**src/rtl/sub_pkg.sv**
```systemverilog
// Shared definitions for the serial subtractor: word width, FSM state
// encoding and the slice-count derivation.
package sub_pkg;

   localparam int WORD_W = 64;

   // Wide enough to count up to 64 slices (SLICE_W = 1) without wrapping.
   localparam int CNT_W = 7;

   typedef enum logic [1:0] {
      IDLE = 2'd0,
      RUN  = 2'd1,
      DONE = 2'd2
   } state_t;

   // Number of cycles needed to walk the whole word; slice_w must divide 64.
   function automatic int slice_count(input int slice_w);
      return WORD_W / slice_w;
   endfunction

endpackage

```
**src/rtl/sub_slice.sv**
```systemverilog
// Combinational W-bit borrow-ripple subtractor: d = x - y - bin,
// bout is the borrow out of the top bit.
module sub_slice #(
   parameter int W = 8
) (
   input  logic [W-1:0] x,
   input  logic [W-1:0] y,
   input  logic         bin,
   output logic [W-1:0] d,
   output logic         bout
);

   logic [W:0] br;

   // Ripple the borrow from bit 0 upward, one full-subtractor per bit.
   always_comb begin
      br    = '0;
      d     = '0;
      br[0] = bin;
      for (int i = 0; i < W; i++) begin
         d[i]    = x[i] ^ y[i] ^ br[i];
         br[i+1] = (~x[i] & y[i]) | (~(x[i] ^ y[i]) & br[i]);
      end
      bout = br[W];
   end

endmodule

```
**src/rtl/serial_subtractor.sv**
```systemverilog
// Serial 64-bit unsigned subtractor processing SLICE_W bits per cycle.
// Handshake: a transfer happens on a rising edge where valid and ready are
// both 1. in_ready is high only in IDLE, out_valid only in DONE, so an input
// accept and an output hand-off never share a cycle.
// Optional macro SERIAL_SUBTRACTOR_FLAGS_EN adds registered zero/ovf outputs.
// fsm_state exposes the current FSM state for observation.
module serial_subtractor
   import sub_pkg::*;
#(
   parameter int SLICE_W = 8
) (
   input  logic              clk,
   input  logic              rst,
   input  logic              in_valid,
   output logic              in_ready,
   input  logic [63:0]       a,
   input  logic [63:0]       b,
   output logic              out_valid,
   input  logic              out_ready,
   output logic [64:0]       diff,
   output logic [1:0]        fsm_state
`ifdef SERIAL_SUBTRACTOR_FLAGS_EN
   ,
   output logic              zero,
   output logic              ovf
`endif
);

   localparam int SLICES = slice_count(SLICE_W);
   localparam logic [CNT_W-1:0] LAST = CNT_W'(SLICES - 1);

   state_t state;
   state_t state_nxt;

   logic [WORD_W-1:0] a_q;
   logic [WORD_W-1:0] b_q;
   logic [WORD_W:0]   diff_q;
   logic              borrow;
   logic [CNT_W-1:0]  cnt;

   logic [SLICE_W-1:0] x_s;
   logic [SLICE_W-1:0] y_s;
   logic [SLICE_W-1:0] d_s;
   logic               bout_s;

   logic accept;
   logic last;

   assign x_s       = a_q[cnt*SLICE_W +: SLICE_W];
   assign y_s       = b_q[cnt*SLICE_W +: SLICE_W];
   assign diff      = diff_q;
   assign fsm_state = state;

   sub_slice #(.W(SLICE_W)) u_slice (
      .x    (x_s),
      .y    (y_s),
      .bin  (borrow),
      .d    (d_s),
      .bout (bout_s)
   );

   // State register; reset overrides any handshake in the same cycle.
   always_ff @(posedge clk) begin
      if (rst) state <= IDLE;
      else     state <= state_nxt;
   end

   // Next-state decode and handshake outputs.
   always_comb begin
      state_nxt = state;
      in_ready  = 1'b0;
      out_valid = 1'b0;
      accept    = 1'b0;
      last      = (cnt == LAST);
      case (state)
         IDLE: begin
            in_ready = 1'b1;
            if (in_valid) begin
               accept    = 1'b1;
               state_nxt = RUN;
            end
         end
         RUN: begin
            if (last) state_nxt = DONE;
         end
         DONE: begin
            out_valid = 1'b1;
            if (out_ready) state_nxt = IDLE;
         end
         default: state_nxt = IDLE;
      endcase
   end

   // Operand capture and one slice of subtraction per RUN cycle. Unwritten
   // diff bits keep their previous contents until their slice comes round.
   always_ff @(posedge clk) begin
      if (rst) begin
         a_q    <= '0;
         b_q    <= '0;
         diff_q <= '0;
         borrow <= 1'b0;
         cnt    <= '0;
      end else if (accept) begin
         a_q    <= a;
         b_q    <= b;
         borrow <= 1'b0;
         cnt    <= '0;
      end else if (state == RUN) begin
         diff_q[cnt*SLICE_W +: SLICE_W] <= d_s;
         borrow <= bout_s;
         cnt    <= cnt + 1'b1;
         if (last) diff_q[WORD_W] <= bout_s;
      end
   end

`ifdef SERIAL_SUBTRACTOR_FLAGS_EN
   logic run_zero;

   // Accumulate an all-zero indication per slice; publish both flags on the
   // edge that writes the final slice so they line up with out_valid.
   always_ff @(posedge clk) begin
      if (rst) begin
         run_zero <= 1'b0;
         zero     <= 1'b0;
         ovf      <= 1'b0;
      end else if (accept) begin
         run_zero <= 1'b1;
      end else if (state == RUN) begin
         run_zero <= run_zero & (d_s == '0);
         if (last) begin
            zero <= run_zero & (d_s == '0);
            ovf  <= (a_q[WORD_W-1] ^ b_q[WORD_W-1]) &
                    (d_s[SLICE_W-1] ^ a_q[WORD_W-1]);
         end
      end
   end
`endif

endmodule

```
**config.mk**
```make
export PLATFORM = sky130hd
export DESIGN_NAME = serial_subtractor
export DESIGN_NICKNAME = d
export VERILOG_FILES = /design/src/rtl/sub_pkg.sv /design/src/rtl/sub_slice.sv /design/src/rtl/serial_subtractor.sv
export SDC_FILE = /design/constraint.sdc
export NUM_CORES = 1
export LEC_CHECK = 0
export CAP_MARGIN = 40
export CORE_ASPECT_RATIO = 0.75
export CORE_UTILIZATION = 50
export DETAILED_ROUTE_END_ITERATION = 16
export PLACE_DENSITY = 0.89
export SYNTH_ARGS = -nofsm -noshare
export SYNTH_HDL_FRONTEND = slang
export SYNTH_SLANG_ARGS = --single-unit
```
**constraint.sdc**
```tcl
create_clock -name clk -period 6.3 [get_ports clk]
set_input_delay 1.89 -clock clk [delete_from_list [all_inputs] [get_ports clk]]
set_output_delay 1.89 -clock clk [all_outputs]
set_load 0.05 [all_outputs]
```
# Word-level counts from Yosys, hierarchy flattened

Cells that the tools add are included.

Eq/ne operators: 6
Multipliers: 0
$add $sub $neg: 2
Div/mod/pow operators: 0
$lt $le $gt $ge: 0
Bitwise logic cells: 57
Mux-type cells: 10
Reductions and logical operators: 4
Shift-type cells: 4

Operators by type and width:

| operator                                              | number |
|---|---|
| indexed part select 64 x 11 -> 8 bit                  | 2 |
| bitwise mux 65 bit                                    | 1 |
| variable shift 8 x 34 -> 65 bit, first input constant | 1 |
| indexed part select 8 x 34 -> 65 bit                  | 1 |
| negator 10 -> 34 bit                                  | 1 |
| NOT 1 bit                                             | 17 |
| AND 1 bit                                             | 16 |
| bitwise XOR 1 bit                                     | 16 |
| bitwise OR 1 bit                                      | 8 |
| adder 7 x 1 -> 7 bit, second input constant           | 1 |
| == test 7 x 3 -> 1 bit, second input constant         | 1 |
| 2-to-1 mux 2 bit                                      | 3 |
| inequality test 2 bit, second input constant          | 3 |
| case mux 2 bit (3 select lines)                       | 1 |
| 2-to-1 mux 1 bit                                      | 5 |
| AND reduction 3 bit                                   | 1 |
| == test 2 x 1 -> 1 bit, second input constant         | 1 |
| == test 2 bit, second input constant                  | 1 |
| zero test 2 bit                                       | 1 |
| AND reduction 2 bit                                   | 1 |
| OR reduction 2 bit                                    | 1 |

Bits in read-only memories: 0
Logic and storage cells: 89
Bits in writable memories: 0
Latch bits: 0
Output and inout port bits: 69
Memories: 0
Input bits: 132
Bits in registers: 203

# Longest topological paths before layout

Depth after elaboration: 21
Mapped depth: 17
Gate-level depth less buffers: 14

# By module

Synthesis repeated with hierarchy kept, for this count alone.

Cell total of the unflattened synthesis: 988
Area, all modules: 8,730.9 µm²

Modules (own cells, without submodules):

| module            | area an instance (µm²) | sequential area each (µm²) | instances | cells each |
|---|---|---|---|---|
| serial_subtractor | 8,503.2                | 4,063.9                    | 1         | 962 |
| sub_slice         | 227.7                  | 0.0                        | 1         | 26 |

# Least setup slack after synthesis

Ideal clock, no wire load.

Path kind: register -> register
Start: reg cnt[0]
End: reg diff_q[47], in the netlist diff[47]
Arrival time: 5.111 ns
Buffers on the path: 2
Data required time: 6.222 ns
Setup time: 0.078 ns
Period minus slack after synthesis: 5.189 ns
Setup slack: 1.111 ns
Stages on the path, launching flop included: 16
Cell sequence: dfxtp_1 > clkbuf_1 > clkbuf_1 > mux4_2 > a22oi_1 > fa_1 > inv_1 > fa_1 > fa_1 > fa_1 > fa_1 > fa_1 > fa_1 > fa_1 > nand2_1 > o21ai_0

Word-level cells in the longest chain between the ends: 20
Elaborated cells between the ends (all ways): 57
Those cells by class: 1 x add/sub; 4 x shift; 1 x mux; 51 x bitwise

RTL lines:

| element                                                 | RTL line                                         | source |
|---|---|---|
| from (decl)                                             | serial_subtractor.sv:39                          | `logic [CNT_W-1:0] cnt;` |
| from (signal assigned)                                  | serial_subtractor.sv:111                         | `cnt <= cnt + 1'b1;` |
| indexed part select 64 x 11 -> 8 bit (on tied branches) | serial_subtractor.sv:49, serial_subtractor.sv:50 |  |
| bitwise XOR 1 bit                                       | sub_slice.sv:21, sub_slice.sv:22                 |  |
| NOT 1 bit                                               | sub_slice.sv:22                                  | `br[i+1] = (~x[i] & y[i]) \| (~(x[i] ^ y[i]) & br[i]);` |
| AND 1 bit                                               | sub_slice.sv:22                                  |  |
| bitwise OR 1 bit                                        | sub_slice.sv:22                                  |  |
| AND 1 bit                                               | sub_slice.sv:22                                  |  |
| bitwise OR 1 bit                                        | sub_slice.sv:22                                  |  |
| AND 1 bit                                               | sub_slice.sv:22                                  |  |
| (+4 left out)                                           | --                                               |  |
| bitwise OR 1 bit                                        | sub_slice.sv:22                                  |  |
| AND 1 bit                                               | sub_slice.sv:22                                  |  |
| bitwise OR 1 bit                                        | sub_slice.sv:22                                  |  |
| AND 1 bit                                               | sub_slice.sv:22                                  |  |
| bitwise OR 1 bit                                        | sub_slice.sv:22                                  |  |
| bitwise XOR 1 bit                                       | sub_slice.sv:21                                  | `d[i] = x[i] ^ y[i] ^ br[i];` |
| indexed part select 8 x 34 -> 65 bit                    | serial_subtractor.sv:109                         | `diff_q[cnt*SLICE_W +: SLICE_W] <= d_s;` |
| bitwise mux 65 bit *                                    | serial_subtractor.sv:109                         |  |
| to (signal, indexed assignment)                         | serial_subtractor.sv:109                         |  |
| to (signal, indexed assignment)                         | serial_subtractor.sv:112                         | `if (last) diff_q[WORD_W] <= bout_s;` |
| to (decl)                                               | serial_subtractor.sv:37                          | `logic [WORD_W:0] diff_q;` |

Every way passes the cells marked *; elsewhere a longest branch is shown, timed or not.
A chain may end at the register's enable or synchronous reset.

# Worst setup path after layout

Start: reg cnt[2]
End: reg diff_q[23], in the netlist diff[23]

Same word-level chain as after synthesis.

==> results_dict.tcl <==
set metrics [dict create \
    cts-root-buf "clkbuf_16" \
    grt.met1_usage_pct 36.2 \
    htreeDepth 1 \
    post_cts_buffers 0 \
    layout-area-overhead-vs-synth_pct 32.0 \
    detail-route-antenna-nets 0 \
    cts_hold_buffers 0 \
    dpl.cell_count 1343 \
    yosysSeqAreaShare_pct 46.5 \
    routed_via_density 5.56 \
    grt_pass1_wl_um 38900 \
    p_leak_nw 4.15 \
    clk_pin_slew_ns 0.06 \
    setup_viol 0 \
    drive_above_1_share_pct 7.52 \
    fin_tns_setup_ns 0 \
    finalNonFillerCells 1380 \
    ir_worst_vdd_v 0.000141 \
    pin_count 201 \
    start_kind "register" \
    io_buffers 200 \
    dr.pass1.iters 5 \
    ctsResizeCount 0 \
    drc_errors 0 \
    synth_cell_types 45 \
    worstSetupPathType "register to register" \
    yosysTopAreaCell "dfxtp_1" \
    synthTopCellsByArea "dfxtp_1, nand2_1, mux4_2" \
    grt.met3_usage_pct 5.86 \
    grt_overflow_total 0 \
    busiest_layer "met2" \
    grt_start_max_net_pins 94 \
    n_antenna_cell 0 \
    fin_skew_ns 0.0135 \
    setup_slack_ns 0.900 \
    p_per_area_mw_per_mm2 263 \
    placementRows 41 \
    post-route-period-util_pct 85.7 \
    rsz0062_at_grt "no" \
    cts_inserted_buffers 20 \
    dp_slack_ns 1.11 \
    coreArea_mm2 0.0170 \
    final.min_clock_period_ns 5.40 \
    gp_congestion 0.932 \
    critical_path_arrival_ns 5.80 \
    synth_area_mm2 0.00875 \
    cap_violations 0 \
    synth_cells 973 \
    dieHeight_um 117 \
    track_usage_pct 27.4 \
    clk_latency_ns 0.50 \
    worstMarginPinSlew_ns 0.905 \
    status "complete, no violations" \
    dieWidth_um 155 \
    cp_max_fo 19 \
    grt_pass1_vias 7347 \
    r2r_slack_ns 0.90 \
    fin_util_pct 68.0 \
    dieArea_mm2 0.0180 \
    slew_headroom_pct 39.7 \
    antenna_found_initial 0 \
    wl_per_cell_um 17.9 \
    dp_hpwl_um 16900 \
    start_util_pct 51.5 \
    cts.sinks 203 \
    wl_um 24700 \
    hp-class "register to register" \
    dr.first_iter.drc_count 633 \
    clockBufferDepth 3 \
    via_count 7677 \
    synth_top_area_share_pct 46.5 \
    crit_required_ns 6.70 \
    ys_warn_count 0 \
    synth-seq-cells 203 \
    syn_nets 1116 \
    grt_util_met2_pct 45.9 \
    syn_area_per_cell_um2 8.99 \
    fmax_mhz 185 \
    finalHoldViolations 0 \
    hold_slack_ns 0.453 \
    tritoncts "done" \
    maxSlewViolCount 0 \
    critPathCaptureType "register" \
    nNetsFinal 1273 \
]
[registers in the layout, indices dropped and copies added (netlist names)]
name and flops:
a_q 64, b_q 64, borrow 1, cnt 7
diff 65, fsm_state 2
[power breakdown]
part	switching (mW)	leakage, nW	total [mW]	internal, mW
Sequential	0.0346	1.66	1.37	1.34
Combinational	0.224	2.16	0.416	0.192
Clock	0.504	0.333	1.25	0.747
Total	0.763	4.15	3.04	2.28
[cells by family after synthesis]
family                   Yosys count  share of synthesized area, %
adder cells (fa/ha/maj)           11                          2.26
AO/OA/AOI/OAI                    188                          12.2
buffers and inverters             80                          3.80
XOR/XNOR                           8                         0.801
flip-flops                       203                          46.5
AND/OR/NAND/NOR                  403                          20.7
multiplexers                      80                          13.7
[critical path, stage by stage (launching register included)]
cell and delay, ns:
dfxtp_1 0.64, nor3b_4 0.76, a22o_1 0.28, fa_1 0.16
inv_1 0.05, fa_1 0.38, fa_1 0.42, fa_1 0.40
fa_1 0.43, fa_1 0.41, fa_1 0.42, fa_1 0.58
nand2_1 0.12, mux2i_1 0.24
[synth_stat cells (all sizes together)]
master and count:
inv 5, nor3 7, nor4 1, a211oi 4, a21oi 134, nor3b 14, nor2 22, clkbuf 57
nand3 4, or3 2, a2111oi 1, or4 1, xnor2 4, nor2b 11, xor2 4, and2 1
a31oi 1, o31ai 4, a22o 8, a31o 7, ha 3, nand2b 45, and4 1, a22oi 9
mux4 32, nand4 4, fa 8, nand3b 2, o21ai 16, buf 18, o2111a 1, a21boi 1
or2 2, and3 6, mux2i 48, a211o 2, dfxtp 203, nand2 280
[cell usage in the layout (no fill, tap or decap), types with 3 or more instances in the layout]
master	synthesis	final
ha_1	3	3
mux4_2	32	32
fa_1	8	8
clkinv_2	0	5
clkbuf_1	57	4
dfxtp_1	203	201
nand2_1	280	279
nor2_1	22	22
inv_1	5	5
buf_4	2	8
nor3b_1	13	13
mux2i_1	48	48
a22oi_1	9	9
o21ai_0	16	16
nand2b_1	45	45
nand3_1	4	4
clkbuf_16	0	21
a22o_1	8	8
and3_1	6	6
clkdlybuf4s50_1	0	199
nand4_1	4	4
a31o_1	7	7
o31ai_1	4	4
nor2b_1	11	11
a21oi_1	133	133
nor3_1	5	5
a211oi_1	4	4
xnor2_1	4	4
bufinv_16	0	3
xor2_1	4	4
[area by class of cell]
| type | count | area [um^2] |
|---|---|---|
| tap | 236 | 295 |
| timing repair buffer | 210 | 2120 |
| fill | 1261 | 5440 |
| clock buffer | 26 | 554 |
| clock inverter | 10 | 130 |
| multi-input combinational | 690 | 4360 |
| inverter | 5 | 18.8 |
| sequential | 203 | 4070 |
[stage by stage]
| stage | area, um^2 | power, mW |
|---|---|---|
| floorplan | 8750 | 1.63 |
| finish | 11500 | 3.04 |
| global route | 11500 | 3.13 |
| global placement | 10800 | 1.79 |
| CTS | 11500 | 3.04 |
| detailed placement | 10900 | 1.81 |
[routing by layer]
layer | wire [um] | up-vias | part of all wire, %
met4 | 682 | 0 | 2.8
met5 | 0 | - | 0
met2 | 11700 | 352 | 47
li1 | - | 3611 | -
met3 | 2040 | 59 | 8.3
met1 | 10200 | 3655 | 42
[worst paths after layout]
check / start / end / cells past startpoint
max reg2reg: cnt[2] / diff[23] / 13
min: b_q[2] / b_q[2] / 2
min reg2reg: b_q[2] / b_q[2] / 2
max: cnt[2] / diff[23] / 13
No activity file was read; power rests on OpenSTA's default activity.
